$ cat src/rtl/core_monitor_sel_arb_pkg.sv
// Shared types and constants for the core-to-monitor select arbiter.
package core_monitor_sel_arb_pkg;

  localparam int NUM_CORES = 4;
  localparam int SEL_W     = 2;

  typedef enum logic [1:0] {
    ST_IDLE   = 2'd0,
    ST_LOAD   = 2'd1,
    ST_ACTIVE = 2'd2,
    ST_HOLD   = 2'd3
  } arb_state_e;

endpackage

$ cat src/rtl/core_monitor_sel_arb_rr_pick4.sv
// Combinational 4-way round-robin picker: first pending core after i_last, wrapping.
module rr_pick4
  import core_monitor_sel_arb_pkg::*;
(
  input  logic [NUM_CORES-1:0] i_pending,
  input  logic [SEL_W-1:0]     i_last,
  output logic [SEL_W-1:0]     o_winner,
  output logic                 o_any
);

  assign o_any = |i_pending;

  // Scan from the farthest offset down so the nearest pending core after i_last wins.
  always_comb begin
    o_winner = '0;
    for (int k = NUM_CORES; k >= 1; k--) begin
      if (i_pending[i_last + SEL_W'(k)]) o_winner = i_last + SEL_W'(k);
    end
  end

endmodule

$ cat src/rtl/core_monitor_sel_arb.sv
// Binds the shared hardware monitor to one core per packet and drives the 4:1 mux select.
module core_monitor_sel_arb
  import core_monitor_sel_arb_pkg::*;
#(
  parameter int HOLD_CYCLES    = 4,
  parameter int TIMEOUT_CYCLES = 65535,
  parameter int CNT_W          = 16
) (
  input  logic                 clk,
  input  logic                 reset_n,
  input  logic [NUM_CORES-1:0] pkt_start,
  input  logic [NUM_CORES-1:0] sp_pkt_done,
  input  logic [NUM_CORES-1:0] sp_interrupt_wire,
  input  logic                 monitor_ready,
  output logic [SEL_W-1:0]     sel,
  output logic                 sel_valid,
  output logic                 mon_load,
  output logic [NUM_CORES-1:0] core_stall,
  output logic                 timeout_err
);

  // A zero hold length still needs one drain cycle.
  localparam logic [CNT_W-1:0] HOLD_LAST = CNT_W'((HOLD_CYCLES == 0) ? 0 : HOLD_CYCLES - 1);
  localparam logic [CNT_W-1:0] TO_LAST   = CNT_W'(TIMEOUT_CYCLES - 1);

  arb_state_e           r_state;
  logic [CNT_W-1:0]     r_cnt;
  logic [SEL_W-1:0]     r_last;
  logic [NUM_CORES-1:0] r_pending;
  logic [SEL_W-1:0]     r_sel;
  logic                 r_sel_valid;
  logic                 r_mon_load;
  logic [NUM_CORES-1:0] r_core_stall;
  logic                 r_timeout_err;

  logic [SEL_W-1:0]     w_win;
  logic                 w_any;
  logic                 w_grant;
  logic [NUM_CORES-1:0] w_grant_mask;
  logic                 w_end_sel;
  logic                 w_timeout;
  logic [CNT_W-1:0]     w_cnt_inc;

  rr_pick4 u_pick (
    .i_pending (r_pending),
    .i_last    (r_last),
    .o_winner  (w_win),
    .o_any     (w_any)
  );

  assign w_grant      = (r_state == ST_IDLE) && w_any && monitor_ready;
  assign w_grant_mask = w_grant ? (NUM_CORES'(1) << w_win) : '0;
  assign w_end_sel    = sp_pkt_done[r_sel] | sp_interrupt_wire[r_sel];
  assign w_timeout    = (r_cnt == TO_LAST);
  assign w_cnt_inc    = (r_cnt == '1) ? r_cnt : r_cnt + 1'b1;

  always_ff @(posedge clk or negedge reset_n) begin
    if (!reset_n) begin
      r_state       <= ST_IDLE;
      r_cnt         <= '0;
      r_last        <= SEL_W'(NUM_CORES - 1);
      r_pending     <= '0;
      r_sel         <= '0;
      r_sel_valid   <= 1'b0;
      r_mon_load    <= 1'b0;
      r_core_stall  <= '0;
      r_timeout_err <= 1'b0;
    end else begin
      // A fresh pkt_start re-queues a core even in its own grant cycle.
      r_pending     <= (r_pending & ~w_grant_mask) | pkt_start;
      r_core_stall  <= r_pending;
      r_mon_load    <= 1'b0;
      r_timeout_err <= 1'b0;
      case (r_state)
        ST_IDLE: begin
          if (w_grant) begin
            r_sel      <= w_win;
            r_last     <= w_win;
            r_mon_load <= 1'b1;
            r_state    <= ST_LOAD;
          end
        end
        ST_LOAD: begin
          r_cnt       <= '0;
          r_sel_valid <= 1'b1;
          r_state     <= ST_ACTIVE;
        end
        ST_ACTIVE: begin
          if (w_end_sel || w_timeout) begin
            r_cnt         <= '0;
            r_sel_valid   <= 1'b0;
            r_timeout_err <= !w_end_sel;
            r_state       <= ST_HOLD;
          end else begin
            r_cnt <= w_cnt_inc;
          end
        end
        ST_HOLD: begin
          r_cnt <= w_cnt_inc;
          if ((r_cnt >= HOLD_LAST) && monitor_ready) r_state <= ST_IDLE;
        end
        default: r_state <= ST_IDLE;
      endcase
    end
  end

  assign sel         = r_sel;
  assign sel_valid   = r_sel_valid;
  assign mon_load    = r_mon_load;
  assign core_stall  = r_core_stall;
  assign timeout_err = r_timeout_err;

endmodule

$ cat config.mk
export PLATFORM = sky130hd
export DESIGN_NAME = core_monitor_sel_arb
export DESIGN_NICKNAME = d
export VERILOG_FILES = /design/src/rtl/core_monitor_sel_arb_pkg.sv /design/src/rtl/core_monitor_sel_arb_rr_pick4.sv /design/src/rtl/core_monitor_sel_arb.sv
export SDC_FILE = /design/constraint.sdc
export NUM_CORES = 1
export LEC_CHECK = 0
export BUFFER_PORTS_ARGS = -buffer_cell sky130_fd_sc_hd__buf_2
export CAP_MARGIN = 5
export CORE_UTILIZATION = 51
export DETAILED_ROUTE_END_ITERATION = 16
export MAX_ROUTING_LAYER = met4
export PLACE_DENSITY = 0.71
export SLEW_MARGIN = 25
export SYNTH_ARGS = -nofsm -noshare
export SYNTH_HDL_FRONTEND = slang
export SYNTH_SLANG_ARGS = --single-unit
$ cat constraint.sdc
create_clock -name clk -period 1.9 [get_ports clk]
set_input_delay 0.38 -clock clk [delete_from_list [all_inputs] [get_ports clk]]
set_output_delay 0.38 -clock clk [all_outputs]
set_load 0.01 [all_outputs]
* Word-level counts from Yosys, hierarchy flattened
Cells that the tools add are included.
** Operators by class
- $add $sub $neg :: 4
- Shifts and indexed selects :: 1
- Equal/unequal tests :: 8
- Bitwise gates (word level) :: 4
- Reduce and logical (&&, ||, !) cells :: 12
- Magnitude comparators :: 6
- Multiplexer cells :: 30
** Operators with widths (number)
- $pmux 16 s3 :: 1
- $eq 16x16->1 const B :: 2
- $mux 16 :: 2
- $add 16x1->16 const B :: 1
- $ge 16x2->1 const B :: 1
- $lt 2x3->1 const B :: 5
- $mux 2 :: 7
- $bmux 1 s2 :: 6
- $mux 1 :: 11
- $pmux 2 s4 :: 1
- $ne 2x2->1 const B :: 3
- $add 2x2->2 const B :: 2
- $and 4x4->4 :: 1
- $eq 2x2->1 const B :: 2
- $mux 4 :: 1
- $not 4->4 :: 1
- $or 4x4->4 :: 1
- $reduce_and 2->1 :: 2
- $reduce_or 4->1 :: 1
- $shl 1x2->4 const A :: 1
- $logic_and 1x1->1 :: 3
- $reduce_and 3->1 :: 1
- $reduce_bool 3->1 :: 1
- $add 2x1->2 const B :: 1
- other kinds (7) :: 7
** Storage, ports and cells
- Register bits after elaboration :: 33
- Input bits :: 15
- Output and inout bits :: 9

* Logic depth before layout (Yosys ltp)
Gate-level depths: netlist of the first run.
- Depth after elaboration :: 11
- Mapped depth :: 10
- Gate-level depth less buffers :: 8

* Modules after synthesis
Synthesis of the first run repeated with hierarchy kept, for this count alone.
** Unflattened totals
- Cells, all modules :: 188
- Area, all modules :: 1801.7 µm²
** By module, submodules not included
- core_monitor_sel_arb :: cells an instance 174, area an instance 1710.4 µm², instances 1, sequential area each 828.3 µm²
- rr_pick4 :: cells an instance 14, area an instance 91.3 µm², instances 1, sequential area each 0.0 µm²

* Worst setup path after synthesis of the first run
Ideal clock, no wire load.
- Kind :: flip-flop to flip-flop
- Start :: register r_state[0]
- End :: register r_pending[3]
- Arrival time :: 1.679 ns
- Library setup time :: 0.118 ns
- Data required time :: 1.782 ns
- Clock period less this slack :: 1.797 ns
- Setup slack :: 0.103 ns
- Stages on the path, launching flop included :: 10
- Cell sequence :: dfrtp_1 > inv_1 > ha_1 > buf_2 > inv_1 > or2_2 > buf_2 > nor2_1 > nand2_1 > a21o_1
** On the way
- Longest elaborated chain between the ends :: 7
** Ends and longest elaborated chain
- start, declared :: RTL line core_monitor_sel_arb.sv:26 : arb_state_e r_state;
- start signal, assigned :: RTL line core_monitor_sel_arb.sv:59 : r_state <= ST_IDLE;
- start signal, assigned :: RTL line core_monitor_sel_arb.sv:80 : r_state <= ST_LOAD;
- start signal, assigned :: RTL line core_monitor_sel_arb.sv:86 : r_state <= ST_ACTIVE;
- $logic_not 2->1 :: RTL line core_monitor_sel_arb.sv:51 : assign w_grant = (r_state == ST_IDLE) && w_any && monitor_ready;
- $logic_and 1x1->1 (2 in a row) :: RTL line core_monitor_sel_arb.sv:51
- $mux 4 :: RTL line core_monitor_sel_arb.sv:52 : assign w_grant_mask = w_grant ? (NUM_CORES'(1) << w_win) : '0;
- $not 4->4 :: RTL line core_monitor_sel_arb.sv:70 : r_pending <= (r_pending & ~w_grant_mask) | pkt_start;
- $and 4x4->4 :: RTL line core_monitor_sel_arb.sv:70
- $or 4x4->4 :: RTL line core_monitor_sel_arb.sv:70
- end signal, assigned :: RTL line core_monitor_sel_arb.sv:70
- end, declared :: RTL line core_monitor_sel_arb.sv:29 : logic [NUM_CORES-1:0] r_pending;
Every way passes these cells.
A chain may end at the register's enable or synchronous reset.

* Worst setup path after layout of the first run
- Start :: register r_state[0]
- End :: register r_cnt[10]
** On the way
- Longest elaborated chain between the ends :: 2
- Elaborated cells on any way between the ends :: 5
** Ends and longest elaborated chain
- $eq 2x2->1 / $eq 2x1->1 (equally long branches) :: RTL line core_monitor_sel_arb.sv:74 : case (r_state)
- $pmux 16 s3 / $reduce_bool 3->1 (equally long branches)
- end signal, assigned :: RTL line core_monitor_sel_arb.sv:95 : r_cnt <= w_cnt_inc;
- end signal, assigned :: RTL line core_monitor_sel_arb.sv:99 : r_cnt <= w_cnt_inc;
- end, declared :: RTL line core_monitor_sel_arb.sv:27 : logic [CNT_W-1:0] r_cnt;
Parallel ways exist; a longest one is shown, timed or not.

==> results of run 1 <==
==> metrics by stage <==
step / total power, mW / TNS (ns) / util / cells / setup slack, ns
finish: 2.240 / 0 / 0.6086 / 254 / 0.1166
global route: 2.408 / -0.003378 / 0.6086 / 254 / -0.003378
CTS: 2.246 / 0 / 0.6057 / 254 / 0.1311
detailed placement: 1.855 / 0 / 0.5893 / 247 / 0.1430
global placement: 1.819 / 0 / 0.5893 / 247 / 0.1488
floorplan: 1.632 / 0 / - / 177 / 0.1029
==> kinds of logic after synthesis <==
kind of cell,after synthesis
AOI/OAI and AO/OA,33
and+or+nand+nor,83
muxes,3
xor gates and xnor gates,8
buffers and inverters,11
adders and majority gates,6
DFF,33
==> worst max-delay path, delay by kind of cell, from the launching register on <==
kind | cells | cell delay [ns]
AO/OA/AOI/OAI | 1 | 0.06
adder cells (fa/ha/maj) | 1 | 0.21
buffers and inverters | 2 | 0.25
flip-flops | 1 | 0.39
AND/OR/NAND/NOR | 4 | 0.76
==> Yosys cell counts, types with 2 or more instances <==
| library cell | n |
|---|---|
| buf_6 | 2 |
| and4_1 | 2 |
| o211ai_1 | 3 |
| nor3b_1 | 2 |
| nor3_1 | 3 |
| nor2b_1 | 3 |
| a21oi_1 | 5 |
| and2_1 | 3 |
| nand4_1 | 3 |
| buf_2 | 3 |
| nor4_1 | 6 |
| and3_1 | 2 |
| or2_2 | 2 |
| o21ai_0 | 3 |
| a21o_1 | 6 |
| xor2_1 | 5 |
| inv_1 | 6 |
| dfrtp_1 | 31 |
| a31oi_1 | 2 |
| nor2_1 | 25 |
| ha_1 | 6 |
| o31ai_1 | 2 |
| nand2_1 | 10 |
| nand3_1 | 9 |
| nand2b_1 | 5 |
| xnor2_1 | 3 |
| dfstp_2 | 2 |
==> report_power, final <==
part           switching, mW  internal [mW]  total (mW)
Combinational          0.483          0.386       0.868
Sequential             0.132          0.849       0.982
Clock                  0.215          0.175       0.390
Total                  0.830           1.41        2.24
==> final timing paths <==
kind                              start       endpoint  cells past startpoint
max                          r_state[0]      r_cnt[10]                      8
min                             reset_n       r_cnt[7]                      1
max reg2reg                  r_state[0]      r_cnt[10]                      8
min reg2reg                r_pending[2]  core_stall[2]                      0
max in group asynchronous       reset_n   r_pending[2]                      1
min in group clk           pkt_start[1]   r_pending[1]                      2
==> layer usage <==
layer | up-vias | wire (um) | GRT usage
li1 | 701 | - | -
met1 | 709 | 1558 | 0.2646
met2 | 40 | 1881 | 0.3587
met3 | 8 | 143 | 0.05882
met4 | 0 | 55 | 0.08254
met5 | - | 0 | -
==> final cells by class <==
cell class                      count  area (um2)  share of cell area
Multi-Input combinational cell    133       923.4              0.4511
Sequential cell                    33       828.3              0.4046
Timing Repair Buffer               29       160.2             0.07824
Tap cell                           46       57.56             0.02812
Clock buffer                        7       55.05             0.02689
Inverter                            6       22.52             0.01100
==> registers in the layout (all words and copies together) (netlist names) <==
register     count
timeout_err      1
r_pending        4
sel_valid        1
r_state          2
r_cnt           16
r_last           2
core_stall       4
sel              2
mon_load         1
==> what timing repair did <==
action,4_1_cts,5_1_grt
endpoints found under the setup margin,0,2
gates resized for setup,0,2
setup buffers,0,0
==> cell usage in the layout, fill, tap and decap left out, drive strengths merged, types with 2 or more instances in the layout <==
cell type | synthesis | routed
xor2 | 5 | 5
o211ai | 3 | 3
nor3b | 2 | 2
nor3 | 3 | 3
or2 | 2 | 2
ha | 6 | 6
a211oi | 2 | 2
xnor2 | 3 | 3
inv | 6 | 6
nand3 | 10 | 10
nand2b | 5 | 5
and4 | 3 | 3
nor2b | 3 | 3
clkbuf | 0 | 7
nor4 | 6 | 6
a31oi | 3 | 3
dfrtp | 31 | 31
nor2 | 25 | 25
nand2 | 10 | 10
nand4b | 2 | 2
a21o | 6 | 6
and2 | 4 | 4
o21ai | 4 | 4
dfstp | 2 | 2
o31ai | 2 | 2
a21oi | 5 | 5
nand4 | 3 | 3
and3 | 2 | 2
buf | 5 | 29
==> impl_metrics.py, run 1 <==
metrics = {
    "outcome": {
        "outcome": "finished, final reports clean",
    },
    "clocking": {
        "clock_latency_ns": 0.33,
        "tritoncts": "built",
        "cts_buffers": 5,
        "cts.sinks": 33,
        "postCtsHoldBufs": 0,
        "cts-htree-levels": 2,
        "cts.clk_slew.worst_paths_ns": 0.09,
        "clockBufferDepth": 2,
        "cts_root_buf": "clkbuf_4",
    },
    "yosys": {
        "async_flop_share": 1.000,
        "synth_mux_area_frac": 0.02431,
        "synth_ff_type": "dfrtp_1",
        "synth_nets": 198,
        "synth_compound_gate_area_share": 0.1424,
        "yosysTopAreaCell": "dfrtp_1",
        "synth_top_area_share": 0.4306,
        "yosysWarningCount": 0,
        "synth.distinct_cells": 50,
        "synthSimpleGateAreaFrac": 0.2597,
        "ys_top_cells_by_area": "dfrtp_1, nor2_1, ha_1",
        "avgSynthCellArea_um2": 10.18,
        "synth_xor_area_frac": 0.03889,
        "ys_seq_area_frac": 0.4597,
        "synth-edff-count": 0,
        "synth.cell_area_um2": 1802,
        "ys_ff_latch": 33,
        "synth_top_family_by_area": "simple AND/OR/NAND/NOR gates",
        "synth_cells": 177,
        "post_synth_fa_ha_maj_area_fraction": 0.04167,
    },
    "layout": {
        "fin_area_um2": 2047,
        "nNetsFinal": 229,
        "drive_gt1_frac": 0.2404,
        "fillers": 325,
        "syn_to_final_growth_pct": 13.61,
        "antennaDiodeCount": 0,
    },
    "worst_setup_path": {
        "cp.required_ns": 2.11,
        "critPathMaxStageDelay_ns": 0.39,
        "crit_chain": "inv_1 > ha_1 > buf_4 > nand4b_1 > nor2_1 > nand3_1 > nor2_1 > a211oi_2",
        "critical_path_class": "register to register",
        "arrival_ns": 1.99,
        "r2r_slack_ns": 0.12,
        "crit_path_start_kind": "register",
        "cp_max_fo": 8,
        "slowest_stage": "dfrtp_1",
        "crit_path_end_kind": "register",
        "cpMostUsedCell": "nor2_1",
    },
    "drt": {
        "drt-initial-drc-count": 69,
        "routed_wl_mm": 3.638,
        "drc_errors": 0,
        "drt_first_pass_iters": 4,
        "postRouteAntennaNets": 0,
        "via_per_inst": 5.740,
        "route.detailed.wl_per_inst_um": 14.32,
        "vias": 1458,
    },
    "timing": {
        "rsz0062_at_grt": "yes",
        "period_minus_slack_ns": 1.783,
        "finalSetupViolCount": 0,
        "worst_pin_slew_ns": 0.6907,
        "finalHoldViolCount": 0,
        "timing.fmax_mhz": 560.7,
        "max_slew_margin": 0.5395,
        "period_share": 0.9386,
        "finClkSkew_ns": 0.009688,
        "whs_ns": 0.08693,
        "slew_viol_final": 0,
    },
    "global_routing": {
        "grt_pass1_wl_mm": 5.747,
        "grt_usage": 0.2213,
        "grt_max_degree": 34,
        "gr-total-overflow": 0,
        "antenna_found_initial": 0,
        "grt_pass1_vias": 1269,
    },
    "place": {
        "port_buffers": 23,
        "gp_congestion": 0.9122,
        "place_area_um2": 1982,
        "place_hpwl_mm": 2.717,
    },
    "pwr": {
        "max-vdd-ir-drop_uv": 591.7,
        "cellLeakagePower_nw": 0.9269,
        "power.density_nw_per_um2": 1094,
    },
    "die": {
        "core_um2": 3363,
        "initial_utilization": 0.5357,
        "die_w_um": 61.44,
        "die_area_um2": 3774,
        "dieHeight_um": 61.44,
        "rows": 21,
        "top_level_ports": 24,
    },
    "worst_hold_path": {
        "hold_path.class": "input port to asynchronous set/reset pin",
    },
    "job": {
        "maxCapViolations": 0,
    },
}
No activity file was read; power rests on OpenSTA's default activity.
==> run 2, diff against run 1 <==
--- a/config.mk
+++ b/config.mk
@@ -14,4 +14,5 @@
 export SLEW_MARGIN = 25
 export SYNTH_ARGS = -nofsm -noshare
 export SYNTH_HDL_FRONTEND = slang
+export SYNTH_HIERARCHICAL = 1
 export SYNTH_SLANG_ARGS = --single-unit
==> impl_metrics.py, run 2 <==
metrics = {
    "outcome": {
        "outcome": "finished, final reports clean",
    },
    "yosys": {
        "synth_cells": 188,
        "netlist_top_cells_count": "dfrtp_1, nand2_1, a21oi_1, nor2_1, nand3_1",
        "synth_most_common_cell": "dfrtp_1",
        "yosysWarningCount": 6,
        "synth_compound_gate_area_share": 0.1611,
        "synth.cell_area_um2": 1802,
        "ys_ff_latch": 33,
        "synth.distinct_cells": 45,
        "synth_xor_area_frac": 0,
        "avgSynthCellArea_um2": 9.584,
        "post_synth_fa_ha_maj_area_fraction": 0.04167,
        "synth_ff_type": "dfrtp_1",
        "synth-edff-count": 0,
        "ys_top_cells_by_area": "dfrtp_1, a21oi_1, ha_1",
        "synth_nets": 209,
        "synth_top_family_by_area": "simple AND/OR/NAND/NOR gates",
        "synth_top_area_share": 0.4306,
        "ys_seq_area_frac": 0.4597,
        "synth_mux_area_frac": 0.01806,
        "yosysTopAreaCell": "dfrtp_1",
        "synthSimpleGateAreaFrac": 0.2882,
        "async_flop_share": 1.000,
    },
    "timing": {
        "period_share": 0.9924,
        "finalHoldViolCount": 0,
        "finalSetupViolCount": 0,
        "worst_pin_slew_ns": 0.7401,
        "max_slew_margin": 0.5066,
        "slew_viol_final": 0,
        "timing.fmax_mhz": 530.4,
        "whs_ns": 0.09249,
        "final.setup.worst_slack_ns": 0.01450,
        "period_minus_slack_ns": 1.886,
        "rsz0062_at_grt": "yes",
        "finClkSkew_ns": 0.004500,
    },
    "layout": {
        "syn_to_final_growth_pct": 29.44,
        "largest_reg_flops": 16,
        "multiInputGateArea_um2": 974.7,
        "nNetsFinal": 265,
        "antennaDiodeCount": 0,
        "fillers": 292,
        "drive_gt1_frac": 0.3469,
        "regMostFlops": "r_cnt",
        "layout_common_cells": "dfrtp_1, buf_4, buf_2, nand2_1, nor2_1",
        "final_common_cell": "dfrtp_1",
        "seqCellArea_um2": 828.3,
        "fin_area_um2": 2332,
    },
    "global_routing": {
        "antenna_found_initial": 0,
        "grt_pass1_vias": 1697,
        "gr-total-overflow": 0,
        "grt_pass1_wl_mm": 7.355,
        "grt_max_degree": 34,
        "busiest_layer": "met2",
        "met3_usage": 0.07353,
        "grtUsageMet2": 0.4255,
        "grt_usage": 0.2773,
        "grt_use_met1": 0.3440,
    },
    "pwr": {
        "max-vdd-ir-drop_uv": 827.1,
        "power_mw": 2.661,
        "cellLeakagePower_nw": 1.005,
        "power.density_nw_per_um2": 1141,
    },
    "drt": {
        "drc_errors": 0,
        "routed_wl_mm": 4.457,
        "via_per_inst": 5.938,
        "route.detailed.wl_per_inst_um": 15.32,
        "vias": 1728,
        "drt_first_pass_iters": 4,
        "drt-initial-drc-count": 148,
        "postRouteAntennaNets": 0,
    },
    "place": {
        "place_area_um2": 2158,
        "port_buffers": 23,
        "pre_cts_slack_ns": -0.05765,
        "place_hpwl_mm": 3.277,
        "gp_congestion": 0.8980,
    },
    "clocking": {
        "cts_root_buf": "clkbuf_4",
        "cts-htree-levels": 2,
        "cts.sinks": 33,
        "clockBufferDepth": 2,
        "tritoncts": "built",
        "cts.clk_slew.worst_paths_ns": 0.10,
        "cts_buffers": 5,
        "clock_latency_ns": 0.34,
        "postCtsHoldBufs": 0,
    },
    "worst_setup_path": {
        "crit_path_start_kind": "register",
        "cp.required_ns": 2.13,
        "r2r-start": "r_cnt[0]",
        "critical_path_class": "register to register",
        "crit_start": "r_cnt[0]",
        "arrival_ns": 2.11,
        "cp_max_fo": 12,
        "crit_path_end_kind": "register",
    },
    "die": {
        "core_um2": 3363,
        "initial_utilization": 0.5357,
        "die_area_um2": 3774,
        "die_w_um": 61.44,
        "dieHeight_um": 61.44,
        "top_level_ports": 24,
        "rows": 21,
    },
    "worst_hold_path": {
        "hold_path.class": "input port to asynchronous set/reset pin",
    },
    "job": {
        "maxCapViolations": 0,
    },
}
run 2: changes by cell type in the layout (fill, tap and decap cells not counted), moves of 5 or more:
cell	change
buf_4	+24
xor2_1	-5
nand2_1	+9
a21oi_1	+9
nor2_1	-9
run 2: final timing paths:
kind                                  to  slack [ns]  cells past startpoint
setup / recovery               r_cnt[15]        0.01                      7
hold reg to reg            core_stall[2]        0.48                      0
hold / removal                 r_cnt[15]        0.09                      1
min in group clk            r_pending[3]        0.21                      2
max in group asynchronous     r_state[0]        1.34                      1
setup reg to reg               r_cnt[15]        0.01                      7
run 2: logic make-up (layout without fill, tap and decap cells):
| group | Yosys count | count (layout) |
|---|---|---|
| simple gates | 93 | 93 |
| flops | 33 | 33 |
| mux | 2 | 2 |
| fa+ha+maj | 6 | 6 |
| compound gates | 42 | 42 |
| buf+inv | 12 | 69 |
run 2: routing by layer:
layer	vias up	part of all wire
li1	820	-
met1	822	0.43
met2	77	0.50
met3	9	0.056
met4	0	0.017
met5	-	0
run 2: area by class of cell:
class / instances / area share
Clock buffer: 7 / 0.02361
Clock inverter: 1 / 0.01288
Inverter: 7 / 0.01127
Multi-Input combinational cell: 143 / 0.4179
Sequential cell: 33 / 0.3551
Tap cell: 46 / 0.02468
Timing Repair Buffer: 54 / 0.1545
run 2: metrics by stage:
step	cells	utilization	setup TNS [ns]
floorplan	188	-	0
global placement	278	0.6417	0
detailed placement	278	0.6417	-0.05765
CTS	289	0.6789	0
global route	291	0.6935	-0.7012
finish	291	0.6935	0
run 2: what timing repair did:
item	CTS	global route
hold endpoints to repair	0	0
setup endpoints to repair	1	18
cloned	0	0
pin swaps	4	1
setup buffers	3	2
resized for setup	4	7
run 2: power breakdown:
| part | switching, mW | internal [mW] | total (mW) |
|---|---|---|---|
| Sequential | 0.112 | 0.848 | 0.960 |
| Combinational | 0.598 | 0.550 | 1.15 |
| Clock | 0.239 | 0.314 | 0.553 |
run 2: critical path, stage by stage, from the launching register on:
cell and delay, ns:
dfrtp_1 0.40, inv_1 0.07, ha_2 0.17, nand3_1 0.07, or4_4 0.46, a311oi_4 0.35
buf_12 0.19, nor3_1 0.06
